<file path="config.mk">
export PLATFORM = sky130hd
export DESIGN_NAME = inst_fetch
export DESIGN_NICKNAME = d
export VERILOG_FILES = /design/src/rtl/inst_fetch_pkg.sv /design/src/rtl/inst_fetch_cycle.sv /design/src/rtl/inst_fetch.sv
export SDC_FILE = /design/constraint.sdc
export NUM_CORES = 1
export LEC_CHECK = 0
export ABC_AREA = 1
export CORE_ASPECT_RATIO = 0.7
export CORE_UTILIZATION = 34
export DETAILED_ROUTE_END_ITERATION = 8
export MAX_ROUTING_LAYER = met4
export PLACE_DENSITY = 0.78
export SYNTH_ARGS = -nofsm -noshare
export SYNTH_HDL_FRONTEND = slang
export SYNTH_SLANG_ARGS = --single-unit
</file>
<file path="constraint.sdc">
create_clock -name clock -period 1.35 [get_ports clock]
set_clock_uncertainty 0.15 [all_clocks]
set_input_delay 0.27 -clock clock [delete_from_list [all_inputs] [get_ports clock]]
set_output_delay 0.27 -clock clock [all_outputs]
set_load 0.005 [all_outputs]
</file>
<file path="src/rtl/inst_fetch_pkg.sv">
// Shared definitions for the instruction fetch slice: sub-cycle numbering,
// fetch FSM states and the two-word opcode decode.
package inst_fetch_pkg;

   // Sub-cycle numbers within one instruction cycle.
   localparam logic [2:0] A1 = 3'd0;
   localparam logic [2:0] A2 = 3'd1;
   localparam logic [2:0] A3 = 3'd2;
   localparam logic [2:0] M1 = 3'd3;
   localparam logic [2:0] M2 = 3'd4;
   localparam logic [2:0] X1 = 3'd5;
   localparam logic [2:0] X2 = 3'd6;
   localparam logic [2:0] X3 = 3'd7;

   typedef enum logic {
      WORD1 = 1'b0,
      WORD2 = 1'b1
   } fetch_state_e;

   // Opcode high nibbles that carry a second instruction word.
   localparam logic [3:0] OPR_JCN = 4'h1;
   localparam logic [3:0] OPR_FIM = 4'h2;  // FIM only when opa[0] is clear
   localparam logic [3:0] OPR_JUN = 4'h4;
   localparam logic [3:0] OPR_JMS = 4'h5;
   localparam logic [3:0] OPR_ISZ = 4'h7;

   function automatic logic is_two_word(input logic [3:0] opr, input logic opa_lsb);
      return (opr == OPR_JCN) || (opr == OPR_JUN) || (opr == OPR_JMS) ||
             (opr == OPR_ISZ) || ((opr == OPR_FIM) && !opa_lsb);
   endfunction

endpackage

</file>
<file path="src/rtl/inst_fetch_cycle.sv">
// Sub-cycle counter for the fetch unit: steps 0..NUM_CYCLES-1 while not
// halted, and flags the last sub-cycle with sync.
module fetch_cycle_counter #(
   parameter int unsigned NUM_CYCLES = 8
) (
   input  logic       clock,
   input  logic       reset,
   input  logic       halt_i,
   output logic [2:0] cycle_o,
   output logic       sync_o
);

   localparam logic [2:0] LAST_CYCLE = 3'(NUM_CYCLES - 1);

   logic [2:0] cycle_q, cycle_d;

   // Advance and wrap unless halted.
   always_comb begin
      cycle_d = cycle_q;
      if (!halt_i) begin
         cycle_d = (cycle_q == LAST_CYCLE) ? '0 : cycle_q + 3'd1;
      end
   end

   // Cycle register with synchronous reset.
   always_ff @(posedge clock) begin
      if (reset) cycle_q <= '0;
      else       cycle_q <= cycle_d;
   end

   assign cycle_o = cycle_q;
   assign sync_o  = !reset && (cycle_q == LAST_CYCLE);

endmodule

</file>
<file path="src/rtl/inst_fetch.sv">
// Instruction fetch: drives the PC nibbles in A1-A3, samples the opcode in
// M1/M2 and assembles one- or two-word instructions.
// Macro INST_FETCH_TWO_WORD_EN enables two-word decode and the WORD2 state.
module inst_fetch
   import inst_fetch_pkg::*;
#(
   parameter int unsigned NUM_CYCLES = 8
) (
   input  logic       clock,
   input  logic       reset,
   input  logic       halt,
   input  logic [3:0] pc_word,
   input  logic       pc_enable,
   input  logic [3:0] bus_in,
   output logic [2:0] cycle,
   output logic       sync,
   output logic [3:0] bus_out,
   output logic       bus_oe,
   output logic [3:0] opr,
   output logic [3:0] opa,
   output logic [7:0] operand,
   output logic       two_word,
   output logic       inst_valid
);

   localparam logic [2:0] LAST_CYCLE = 3'(NUM_CYCLES - 1);

   logic [2:0]   cyc;
   logic         at_wrap;
   logic         ends_inst;
   fetch_state_e state_q, state_d;
   logic [3:0]   opr_q, opr_d;
   logic [3:0]   opa_q, opa_d;
`ifdef INST_FETCH_TWO_WORD_EN
   logic [7:0]   operand_q, operand_d;
   logic         two_word_q, two_word_d;
`endif

   fetch_cycle_counter #(.NUM_CYCLES(NUM_CYCLES)) u_cycle (
      .clock   (clock),
      .reset   (reset),
      .halt_i  (halt),
      .cycle_o (cyc),
      .sync_o  (sync)
   );

   assign cycle   = cyc;
   assign at_wrap = (cyc == LAST_CYCLE);

   // Bus drive: PC nibbles during A1-A3, released otherwise.
   always_comb begin
      bus_out = '0;
      bus_oe  = 1'b0;
      case (cyc)
         A1, A2, A3: begin
            bus_out = pc_word;
            bus_oe  = pc_enable && !reset;
         end
         M1, M2, X1, X2, X3: begin
         end
      endcase
   end

   // Next-state and latch updates; everything holds while halted.
   always_comb begin
      state_d = state_q;
      opr_d   = opr_q;
      opa_d   = opa_q;
`ifdef INST_FETCH_TWO_WORD_EN
      operand_d  = operand_q;
      two_word_d = two_word_q;
`endif
      if (!halt) begin
         case (state_q)
            WORD1: begin
               if (cyc == M1) opr_d = bus_in;
               if (cyc == M2) opa_d = bus_in;
`ifdef INST_FETCH_TWO_WORD_EN
               if (cyc == X1) two_word_d = is_two_word(opr_q, opa_q[0]);
               // Use the next value so a 6-clock cycle (X1 == last) branches correctly.
               if (at_wrap && two_word_d) state_d = WORD2;
`endif
            end
            WORD2: begin
`ifdef INST_FETCH_TWO_WORD_EN
               if (cyc == M1) operand_d[7:4] = bus_in;
               if (cyc == M2) operand_d[3:0] = bus_in;
`endif
               if (at_wrap) state_d = WORD1;
            end
         endcase
      end
   end

   // State and latch registers with synchronous reset.
   always_ff @(posedge clock) begin
      if (reset) begin
         state_q <= WORD1;
         opr_q   <= '0;
         opa_q   <= '0;
`ifdef INST_FETCH_TWO_WORD_EN
         operand_q  <= '0;
         two_word_q <= 1'b0;
`endif
      end else begin
         state_q <= state_d;
         opr_q   <= opr_d;
         opa_q   <= opa_d;
`ifdef INST_FETCH_TWO_WORD_EN
         operand_q  <= operand_d;
         two_word_q <= two_word_d;
`endif
      end
   end

   // The two_word register only updates at the end of X1, so the decode for
   // the instruction completing in X1 is taken straight from opr/opa.
`ifdef INST_FETCH_TWO_WORD_EN
   assign ends_inst = (state_q == WORD2) || !is_two_word(opr_q, opa_q[0]);
   assign operand   = operand_q;
   assign two_word  = two_word_q;
`else
   assign ends_inst = 1'b1;
   assign operand   = '0;
   assign two_word  = 1'b0;
`endif

   assign opr        = opr_q;
   assign opa        = opa_q;
   assign inst_valid = !reset && !halt && (cyc == X1) && ends_inst;

endmodule

</file>
==> Yosys cells after proc, flatten, opt, wreduce, memory -nomap -nowiden <==
Index checks and enable logic that the tools add are counted.
{ "op_classes": {"reduce_logical": 10, "add_sub_neg": 1, "bitwise": 2, "mux": 5, "n_eq_ne": 6} }
{ "ops": {"columns": ["op", "count"], "rows": [
  ["$eq 3x3->1 const B", 3],
  ["$eq 3x2->1 const B", 2],
  ["$reduce_and 3->1", 2],
  ["$logic_and 1x1->1", 4],
  ["$mux 4", 1],
  ["$add 3x1->3 const B", 1],
  ["$eq 3x1->1 const B", 1],
  ["$logic_not 3->1", 1],
  ["$mux 1", 3],
  ["$mux 3", 1],
  ["$reduce_or 3->1", 1],
  ["$logic_not 1->1", 2],
  ["$not 1->1", 2]
]} }
{ "word_totals": {"elab_cells": 28, "output_inout_bits": 27, "register_bits": 12} }

==> Logic depth before layout (Yosys ltp) <==
{ "depth": {"ltp_word": 3, "depth_mapped": 7} }

==> By module <==
A second synthesis with hierarchy kept.
{ "unflattened": {"cells_unflattened": 108, "area_unflattened_um2": 701.9} }
{ "by_module_without_submodules": {"columns": ["module", "seq_area_each_um2", "cells_each", "area_per_inst_um2", "n_inst"], "rows": [
  ["inst_fetch", 180.2, 89, 556.8, 1],
  ["fetch_cycle_counter", 60.1, 19, 145.1, 1]
]} }

==> Worst setup path after synthesis <==
Ideal clock, no wire load.
{ "synth_timing": {"path_type": "register to output", "start": "reg u_cycle.cycle_q[0], in the netlist u_cycle.cycle_o[0]", "end": "out bus_oe", "stages_incl_launch_ff": 7, "path_buffers": 0, "arrival_ns": 0.982, "setup_slack_ns": -0.052, "cell_sequence": "dfxtp_1 inv_1 ha_1 nor2_1 nand2_1 nand2_1 nor2_1"} }
{ "synth_between": {"elab_chain_cells": 3} }
{ "synth_lines": {"columns": ["element", "line_no", "rtl"], "rows": [
  ["start, declared", "inst_fetch_cycle.sv:15", "logic [2:0] cycle_q, cycle_d;"],
  ["start signal, assigned", "inst_fetch_cycle.sv:28", "else cycle_q <= cycle_d;"],
  ["$eq 3x1->1 (tied with other cells)", "inst_fetch.sv:54", "case (cyc)"],
  ["$reduce_or 3->1 (*)", "inst_fetch.sv:54", null],
  ["$mux 1 (*)", "inst_fetch.sv:54", null],
  ["end, declared", "inst_fetch.sv:18", "output logic bus_oe,"]
]} }
Mark *: on every way between the ends. The rest lies on a longest branch, timed or not.

==> Final worst setup path <==
{ "layout_timing": {"start": "reg u_cycle.cycle_q[0], in the netlist u_cycle.cycle_o[0]", "end": "out bus_out[1]"} }
{ "layout_between": {"elab_chain_cells": 3} }
{ "layout_lines": {"columns": ["element", "line_no", "rtl"], "rows": [
  ["$eq 3x1->1 (tied with other cells)", "inst_fetch.sv:54", null],
  ["$reduce_or 3->1 (*)", "inst_fetch.sv:54", null],
  ["$mux 4 (*)", "inst_fetch.sv:54", null],
  ["end, declared", "inst_fetch.sv:17", "output logic [3:0] bus_out,"]
]} }
Marked as above.

==> qor.yml <==
clockRootBuffer: "clkbuf_4"
use_met1: 0.203
worst_skew_pair.late_latency_ps: 270
core_area_sq_um: 1940
rsz0062_at_grt: "true"
clkTransAtPathRegs_ps: 70
worst_setup_path_end_kind: "output pin"
hpwl_microns: 1310
die_area_sq_um: 2320
required_ps: 930
worst_slack_ps: -398
finalNonFillerCells: 170
dr.pass1.iters: 6
maxCapViolCount: 0
wl_microns: 1960
gr-usage-met3: 0.0742
power_uw: 890
grt_max_degree: 17
setup_viol: 11
start_util: 0.374
critPathKind: "flop to output pin"
crit_path_start_kind: "flop"
cp_max_fo: 5
area_growth_pct: 69.6
fp.dieW_microns: 57.1
cts_made_buffers: 3
drt-wirelength-per-cell_microns: 11.5
port_buffers: 29
grtUsageMet2: 0.338
grt_pass1_wl_microns: 3020
drv_slew: 0
finalHoldViolCount: 0
yosysWarningCount: 0
pin_count: 39
postSynthAreaPerCell_sq_um: 7.02
grt-ovfl-total: 0
final_common_cell: "nor2_1"
violations: "DRC, setup timing"
fp-row-count: 13
die_y_microns: 40.6
netlist_area_sq_um: 723
ys_seq_area_frac: 0.332
dp_cells: 162
grt_pass1_vias: 668
grtUsageTotal: 0.189
cts_htree_levels: 1
power.density_nw_per_um2: 726
drt-initial-drc-count: 26
cts_hold_buf: 0
ant_nets: 0
synth_top_cell_area_share: 0.332
min_period_over_period: 1.29
hold_ws_ps: 324
nets: 168
final_cell_mix: "16 x nor2_1, 13 x inv_1, 13 x buf_4"
synth_area_leaders: "dfxtp_1 33%, buf_4 10%, ha_1 10%, nor2_1 9.9%, inv_1 8.8%"
antenna_cells: 0
vias: 746
status: "finished with violations"
finalCriticalPeriod_ps: 1750
antenna_found_initial: 0
worst_ir_drop_vdd_mv: 0.517
pre_cts_slack_ps: -628
busiest_layer: "met2"
fmax_ghz: 0.572
cts_sinks: 12
postSynthCellCount: 103
drc: 2
cts_buffer_depth: 2
finalWeightedCongestion: 0.789
synth-seq-cells: 12
cp.arrival_ps: 1330
drive_above_1_share: 0.392
viasPerCell: 4.39
synth_cell_types: 14
hold_class: "flop to flop"
p_leak_nw: 0.629
synth_area_leader_cell: "dfxtp_1"
cts_tree: "done"
==> sequential cells by signal, summed over array words and instances (netlist names) <==
name and cells:
opa 4, opr 4, state_q 1, u_cycle.cycle_o 3
==> through the flow <==
step | utilization | TNS, ps | cell area, sq um
after floorplan | - | 0 | 757
after global placement | 0.558 | -5690 | 1080
after detailed placement | 0.558 | -6200 | 1080
after CTS | 0.610 | -3330 | 1180
after global routing | 0.633 | -4350 | 1230
final | 0.633 | -3470 | 1230
==> cell usage after synthesis <==
cell type  count
dfxtp_1       12
o21ai_0        3
ha_1           6
nor4_1         1
a21oi_1        9
nor2_4         1
buf_6          2
nand2_1       13
buf_4         10
inv_1         17
nor3_1         1
conb_1         1
nor2_1        19
nand3_1        8
==> final timing paths <==
check / end / slack (ps) / startpoint / cells after the start
hold reg to reg: opa[2]$_SDFFE_PP0P_ / 320 / opa[2]$_SDFFE_PP0P_ / 2
hold / removal: opa[2]$_SDFFE_PP0P_ / 320 / opa[2]$_SDFFE_PP0P_ / 2
setup / recovery: bus_out[1] / -400 / u_cycle.cycle_o[0]$_SDFFE_PP0N_ / 7
setup reg to reg: u_cycle.cycle_o[1]$_SDFFE_PP0N_ / -320 / u_cycle.cycle_o[1]$_SDFFE_PP0N_ / 9
==> what timing repair did <==
action	CTS	global route
cloned	0	0
pin swaps	4	4
setup endpoints to repair	29	19
resized for setup	77	15
buffers inserted	5	2
hold endpoints to repair	0	0
==> worst max-delay path, cell delays in order (launching register included) <==
cell     delay, ps
dfxtp_4        380
inv_4           60
ha_4           160
nor2_4         120
nand2_2         80
nand2_4         90
nor2_1          50
buf_2          120
==> layout make-up <==
| class | count | area [sq um] |
|---|---|---|
| clock buffers | 3 | 22.5 |
| flip-flops and latches | 12 | 253 |
| well taps | 22 | 27.5 |
| repair buffers | 46 | 390 |
| multi-input cells | 70 | 459 |
| fillers | 165 | 709 |
| inverters | 17 | 73.8 |
==> report_power, final <==
part | total [mW] | internal [mW] | switching, mW
combinational | 0.293 | 0.154 | 0.140
sequential | 0.388 | 0.370 | 0.0175
clock | 0.209 | 0.103 | 0.106
total | 0.890 | 0.627 | 0.263
==> kinds of logic after synthesis <==
logic type,after synthesis,share of synthesized area
flops,12,0.332
buf+inv,29,0.223
compound gates,12,0.0830
simple gates,43,0.253
other cells,1,0.00519
fa+ha+maj,6,0.104
==> metal layers <==
metal  vias up  wire length (microns)  part of all wire
li1        391                      -                 -
met4         0                     36             0.018
met1       324                    860              0.44
met3         4                    118             0.060
met2        27                    943              0.48
met5         -                      0                 0
(Power assumes the default switching activity.)
